===== src/rtl/wb_arbiter2.sv =====
// wb_arbiter2: two-master round-robin arbiter sharing one pipelined Wishbone B4 slave
//
// Ports:
//   clk_i, rst_ni                 clock, asynchronous active-low reset
//   mN_cyc/stb/we/adr/dat/sel_i   master N request (N = 0 instruction cache, 1 data cache)
//   mN_stall/ack/err_o, mN_dat_o  master N response; read data is broadcast to both
//   s_cyc/stb/we/adr/dat/sel_o    request towards the shared slave
//   s_stall/ack/err_i, s_dat_i    response from the shared slave
module wb_arbiter2 #(
    parameter int WB_AW   = 12,
    parameter int WB_DW   = 32,
    parameter int WB_SL   = WB_DW / 8,
    parameter int MAX_OUT = 4
) (
    input  logic             clk_i,
    input  logic             rst_ni,
    input  logic             m0_cyc_i,
    input  logic             m0_stb_i,
    input  logic             m0_we_i,
    input  logic [WB_AW-1:0] m0_adr_i,
    input  logic [WB_DW-1:0] m0_dat_i,
    input  logic [WB_SL-1:0] m0_sel_i,
    output logic             m0_stall_o,
    output logic             m0_ack_o,
    output logic             m0_err_o,
    output logic [WB_DW-1:0] m0_dat_o,
    input  logic             m1_cyc_i,
    input  logic             m1_stb_i,
    input  logic             m1_we_i,
    input  logic [WB_AW-1:0] m1_adr_i,
    input  logic [WB_DW-1:0] m1_dat_i,
    input  logic [WB_SL-1:0] m1_sel_i,
    output logic             m1_stall_o,
    output logic             m1_ack_o,
    output logic             m1_err_o,
    output logic [WB_DW-1:0] m1_dat_o,
    output logic             s_cyc_o,
    output logic             s_stb_o,
    output logic             s_we_o,
    output logic [WB_AW-1:0] s_adr_o,
    output logic [WB_DW-1:0] s_dat_o,
    output logic [WB_SL-1:0] s_sel_o,
    input  logic             s_stall_i,
    input  logic             s_ack_i,
    input  logic             s_err_i,
    input  logic [WB_DW-1:0] s_dat_i
);
    localparam int OW = $clog2(MAX_OUT + 1);
    localparam logic [OW-1:0] MAX_W = OW'(MAX_OUT);

    typedef enum logic [1:0] {IDLE, GNT0, GNT1} state_t;

    state_t        r_state;
    state_t        w_next;
    logic          r_last;
    logic [OW-1:0] r_outst;
    logic          w_room;
    logic          w_busy;
    logic          w_accept;
    logic          w_resp;

    assign w_room   = r_outst < MAX_W;
    assign w_busy   = r_outst != '0;
    assign w_accept = s_stb_o & ~s_stall_i;
    // responses with nothing outstanding (or while idle) are spurious and dropped
    assign w_resp   = (r_state != IDLE) & (s_ack_i | s_err_i) & w_busy;
    assign m0_dat_o = s_dat_i;
    assign m1_dat_o = s_dat_i;

    always_comb begin
        w_next     = r_state;
        s_cyc_o    = 1'b0;
        s_stb_o    = 1'b0;
        s_we_o     = 1'b0;
        s_adr_o    = '0;
        s_dat_o    = '0;
        s_sel_o    = '0;
        m0_stall_o = 1'b1;
        m1_stall_o = 1'b1;
        m0_ack_o   = 1'b0;
        m1_ack_o   = 1'b0;
        m0_err_o   = 1'b0;
        m1_err_o   = 1'b0;
        case (r_state)
            IDLE: begin
                // on a tie the master that did not hold the bus last wins
                if (m0_cyc_i && (!m1_cyc_i || r_last))
                    w_next = GNT0;
                else if (m1_cyc_i)
                    w_next = GNT1;
            end
            GNT0: begin
                s_cyc_o    = m0_cyc_i;
                s_stb_o    = m0_stb_i & w_room;
                s_we_o     = m0_we_i;
                s_adr_o    = m0_adr_i;
                s_dat_o    = m0_dat_i;
                s_sel_o    = m0_sel_i;
                m0_stall_o = s_stall_i | ~w_room;
                m0_ack_o   = s_ack_i & w_busy;
                m0_err_o   = s_err_i & w_busy;
                if (!m0_cyc_i)
                    w_next = IDLE;
            end
            GNT1: begin
                s_cyc_o    = m1_cyc_i;
                s_stb_o    = m1_stb_i & w_room;
                s_we_o     = m1_we_i;
                s_adr_o    = m1_adr_i;
                s_dat_o    = m1_dat_i;
                s_sel_o    = m1_sel_i;
                m1_stall_o = s_stall_i | ~w_room;
                m1_ack_o   = s_ack_i & w_busy;
                m1_err_o   = s_err_i & w_busy;
                if (!m1_cyc_i)
                    w_next = IDLE;
            end
            default: w_next = IDLE;
        endcase
    end

    always_ff @(posedge clk_i or negedge rst_ni) begin
        if (!rst_ni) begin
            r_state <= IDLE;
            r_last  <= 1'b1;
            r_outst <= '0;
        end else begin
            r_state <= w_next;
            // release aborts the cycle: anything still in flight is forgotten
            if (r_state != IDLE && w_next == IDLE) begin
                r_last  <= (r_state == GNT1);
                r_outst <= '0;
            end else if (w_accept && !w_resp)
                r_outst <= r_outst + OW'(1);
            else if (!w_accept && w_resp)
                r_outst <= r_outst - OW'(1);
        end
    end
endmodule


===== config.mk =====
export PLATFORM = sky130hd
export DESIGN_NAME = wb_arbiter2
export DESIGN_NICKNAME = d
export VERILOG_FILES = /design/src/rtl/wb_arbiter2.sv
export SDC_FILE = /design/constraint.sdc
export NUM_CORES = 1
export LEC_CHECK = 0
export CAP_MARGIN = 25
export CORE_AREA = 2 2 100 102
export CTS_CLUSTER_DIAMETER = 60
export CTS_CLUSTER_SIZE = 20
export DETAILED_ROUTE_END_ITERATION = 7
export DIE_AREA = 0 0 102 104
export PLACE_DENSITY = 0.66
export SLEW_MARGIN = 20
export SYNTH_ARGS = -nofsm -noshare
export SYNTH_HDL_FRONTEND = slang
export SYNTH_SLANG_ARGS = --single-unit

===== constraint.sdc =====
create_clock -name clk_i -period 3.1 [get_ports clk_i]
set_input_delay 0.93 -clock clk_i [delete_from_list [all_inputs] [get_ports clk_i]]
set_output_delay 0.93 -clock clk_i [all_outputs]
set_load 0.02 [all_outputs]

==> impl_summary.md <==
Status
The run finished with clean final reports.

Worst setup path
The nature of the critical path startpoint is an input port. The critical path arrival is ~2 ns. The largest stage delay on the critical path is roughly 0.4 ns.

The cell with the largest stage delay on the worst path is sky130_fd_sc_hd__clkdlybuf4s50_1. The worst setup path is of the input port to output port kind. The critical path goes through clkdlybuf4s50_1 > mux2_4 > nand2_1 > nor2_1 > dlygate4sd2_1. The worst-path maximum fanout is 2. The worst setup path is captured at an output port. The required time of the critical path is between 2 and 2.5 ns.

Pwr
The leakage power summed over all cells is around 1.3 nW. IR analysis of the VDD net gives a maximum drop of around 550 uV. The power density over cell area is between 700 and 800 mW/mm2.

Placement
The number of I/O port buffers is 163. Summed over all nets, the half-perimeter wirelength after detailed placement is 6270 um. The weighted congestion at the end of routability-driven global placement is around 0.8.

Timing
The number of hold-slack violations in the final timing report is 0. The final period demand of the worst path is 2.97 ns. For the final database, setup skew stands at about 0.0055 ns. The maximum achievable frequency is approximately 0.34 GHz. The relative slew slack is roughly four fifths.

The worst hold margin is 0.606 ns. The transition time of the tightest slew-check pin is around 0.30 ns. After layout, the worst path uses ~96% of the clock period. Setup violations remaining at the end of the flow were counted as 0. Setup repair after global routing left no endpoint under its margin. The max-slew violation count is 0. The sum of negative setup slack is 0 ns.

Clock tree
Clock tree synthesis inserted a total of 3 buffers. The number of cells upsized or downsized after cts is 53. The number of hold buffers added after cts is 0. The clock latency at the later pin of the worst-skew pair is 0.22 ns.

The number of buffers inserted by post-CTS setup repair is 0. The TritonCTS clock tree is done. The maximum count of clock buffers along a single path is 2. The clock-pin slew on the worst setup and hold paths is 0.04 ns. The clock sink count is 6. The number of levels in the clock H-tree is 1.

The root buffer cell is sky130_fd_sc_hd__clkbuf_8.

Detailed routing
The routed wirelength normalized by instance count is 16.3 um. The first detailed-routing pass ran for 4 iterations. Wires add up to between 7000 and 8000 um.

The via count is approximately 2,000. After detailed routing, the number of vias per cell comes to about 4.3. The starting DRC count in detailed routing is a little under 70. The count of nets left with antenna violations after detail routing is 0.

The final routed DRC violation total is 0.

Logic synthesis
In this run the cell area of the synthesized design comes to around 0.0018 mm2. Yosys printed 0 warnings. The post-synth net total is 382. Yosys mapped the design onto 34 distinct sky130hd cell types. The number of standard cells after synthesis is between 200 and 250.

The flip-flop and latch count after synthesis is 6. The portion of the post-synthesis area used by sequential elements is under 10%. A synthesized cell averages 7.43 um2.

Global route
Entering global routing, the biggest net connects between 50 and 60 pins. The initial antenna violation count was 0. Across every metal layer, demand over resource in global routing totals a little over an eighth. Summed over all layers, the global routing overflow is 0.

The via count of the first global-routing pass is a little over 2,000. The first global-routing pass estimated roughly 11,000 um of wire.

Hold path
The type of the worst min-delay path is flop to flop.

Cells and area
The final layout contains 480 nets. The layout overhead on the synthesized area is 77.2%. The repair_antennas step left the layout with diodes totalling 0. In the layout the commonest cells are 106 x sky130_fd_sc_hd__clkdlybuf4s50_1, 53 x sky130_fd_sc_hd__dlygate4sd2_1, 52 x sky130_fd_sc_hd__a22oi_1.

The most common cell after layout, fill and taps aside is sky130_fd_sc_hd__clkdlybuf4s50_1. The proportion of layout cells with a drive suffix above 1 is under 10%.

Die
The height of the die is ~100 um. The row count is 36. After floorplanning, the core was sized to cover approximately 0.0095 mm2. The die extent in x is 102 um. The floorplan step defined a die boundary enclosing around 0.011 mm2. The effective utilization at floorplan is between 10% and 20%. The count of boundary I/O pins is 260.

Flow run
The tool flagged a number of max-cap violations equal to 0.
## kinds of logic after synthesis
family                   count (synthesis)  synth area share (%)
buffers and inverters                   88                  32.6
AND/OR/NAND/NOR                         69                  24.3
AO/OA/AOI/OAI                           66                  28.3
adder cells (fa/ha/maj)                  6                  4.69
flip-flops                               6                  8.60
multiplexers                             2                  1.49
## flip-flops by register name, summed over array words and instances (netlist names)
signal   flops
r_outst      3
r_last       1
r_state      2
## worst max-delay path, delay by kind of cell
kind | cells | cell delay (ns)
buffers and inverters | 2 | 0.72
and+or+nand+nor | 2 | 0.11
muxes | 1 | 0.27
## per-layer routing
metal	global-route usage (%)	up-vias	part of all wire [%]
li1	-	959	-
met1	13.7	914	36
met2	26.2	122	53
met3	3.56	8	9.5
met4	1.05	0	0.85
met5	0	-	0
## worst paths after layout
path	startpoint	endpoint	slack (ns)	depth (start not counted)
max	m0_stb_i	s_stb_o	0.13	5
min	r_state[0]$_DFF_PN0_	r_state[0]$_DFF_PN0_	0.61	2
max reg2reg	r_state[1]$_DFF_PN0_	r_outst[2]$_DFFE_PN0P_	0.43	10
min reg2reg	r_state[0]$_DFF_PN0_	r_state[0]$_DFF_PN0_	0.61	2
max in group asynchronous	rst_ni	r_last$_DFFE_PN1P_	1.87	1
min in group asynchronous	rst_ni	r_state[0]$_DFF_PN0_	0.95	1
## final cells by class
| class | count | area [um2] |
|---|---|---|
| multi-input cells | 143 | 1040 |
| fillers | 1040 | 6430 |
| clock buffers | 4 | 45.0 |
| repair buffers | 174 | 1690 |
| well taps | 133 | 166 |
| flip-flops and latches | 6 | 151 |
| inverters | 7 | 26.3 |
## power by group
part           internal (mW)  leakage, nW  total (mW)  switching, mW
Combinational          0.962         1.25        2.08           1.12
Clock                 0.0884       0.0228       0.122         0.0338
Sequential             0.116       0.0760       0.165         0.0487
Total                   1.17         1.35        2.37           1.20
## cell usage after synthesis, drive strengths merged
master   number  area (um2)
and3          4        25.0
a22oi        52         390
o21ai         3        15.0
nand2         4        15.0
o2bb2ai       1        8.76
or3           2        13.8
dfrtp         5         125
o21bai        1        7.51
nor2          2        7.51
nor3b         3        27.5
nor3          3        20.0
nand2b        1        6.26
ha            5        62.6
clkbuf       12        45.0
a22o          1        8.76
mux2          2        26.3
buf          69         503
a211oi        2        20.0
a21bo         1        10.0
inv           7        26.3
nor2b        50         313
dfstp         1        26.3
fa            1        20.0
a21oi         3        18.8
a211o         1        8.76
o211a         1        10.0
## metrics by stage
step	std cells	worst slack, ns	cell area (um2)	util (%)	power [mW]
floorplan	237	0.463	1760	-	1.59
global placement	463	-0.135	3130	32.8	2.40
detailed placement	463	-0.139	3130	32.8	2.44
CTS	467	0.000792	3110	32.6	2.40
global route	467	0.0647	3120	32.7	2.57
finish	467	0.133	3120	32.7	2.37
No activity file was read; power rests on OpenSTA's default activity.
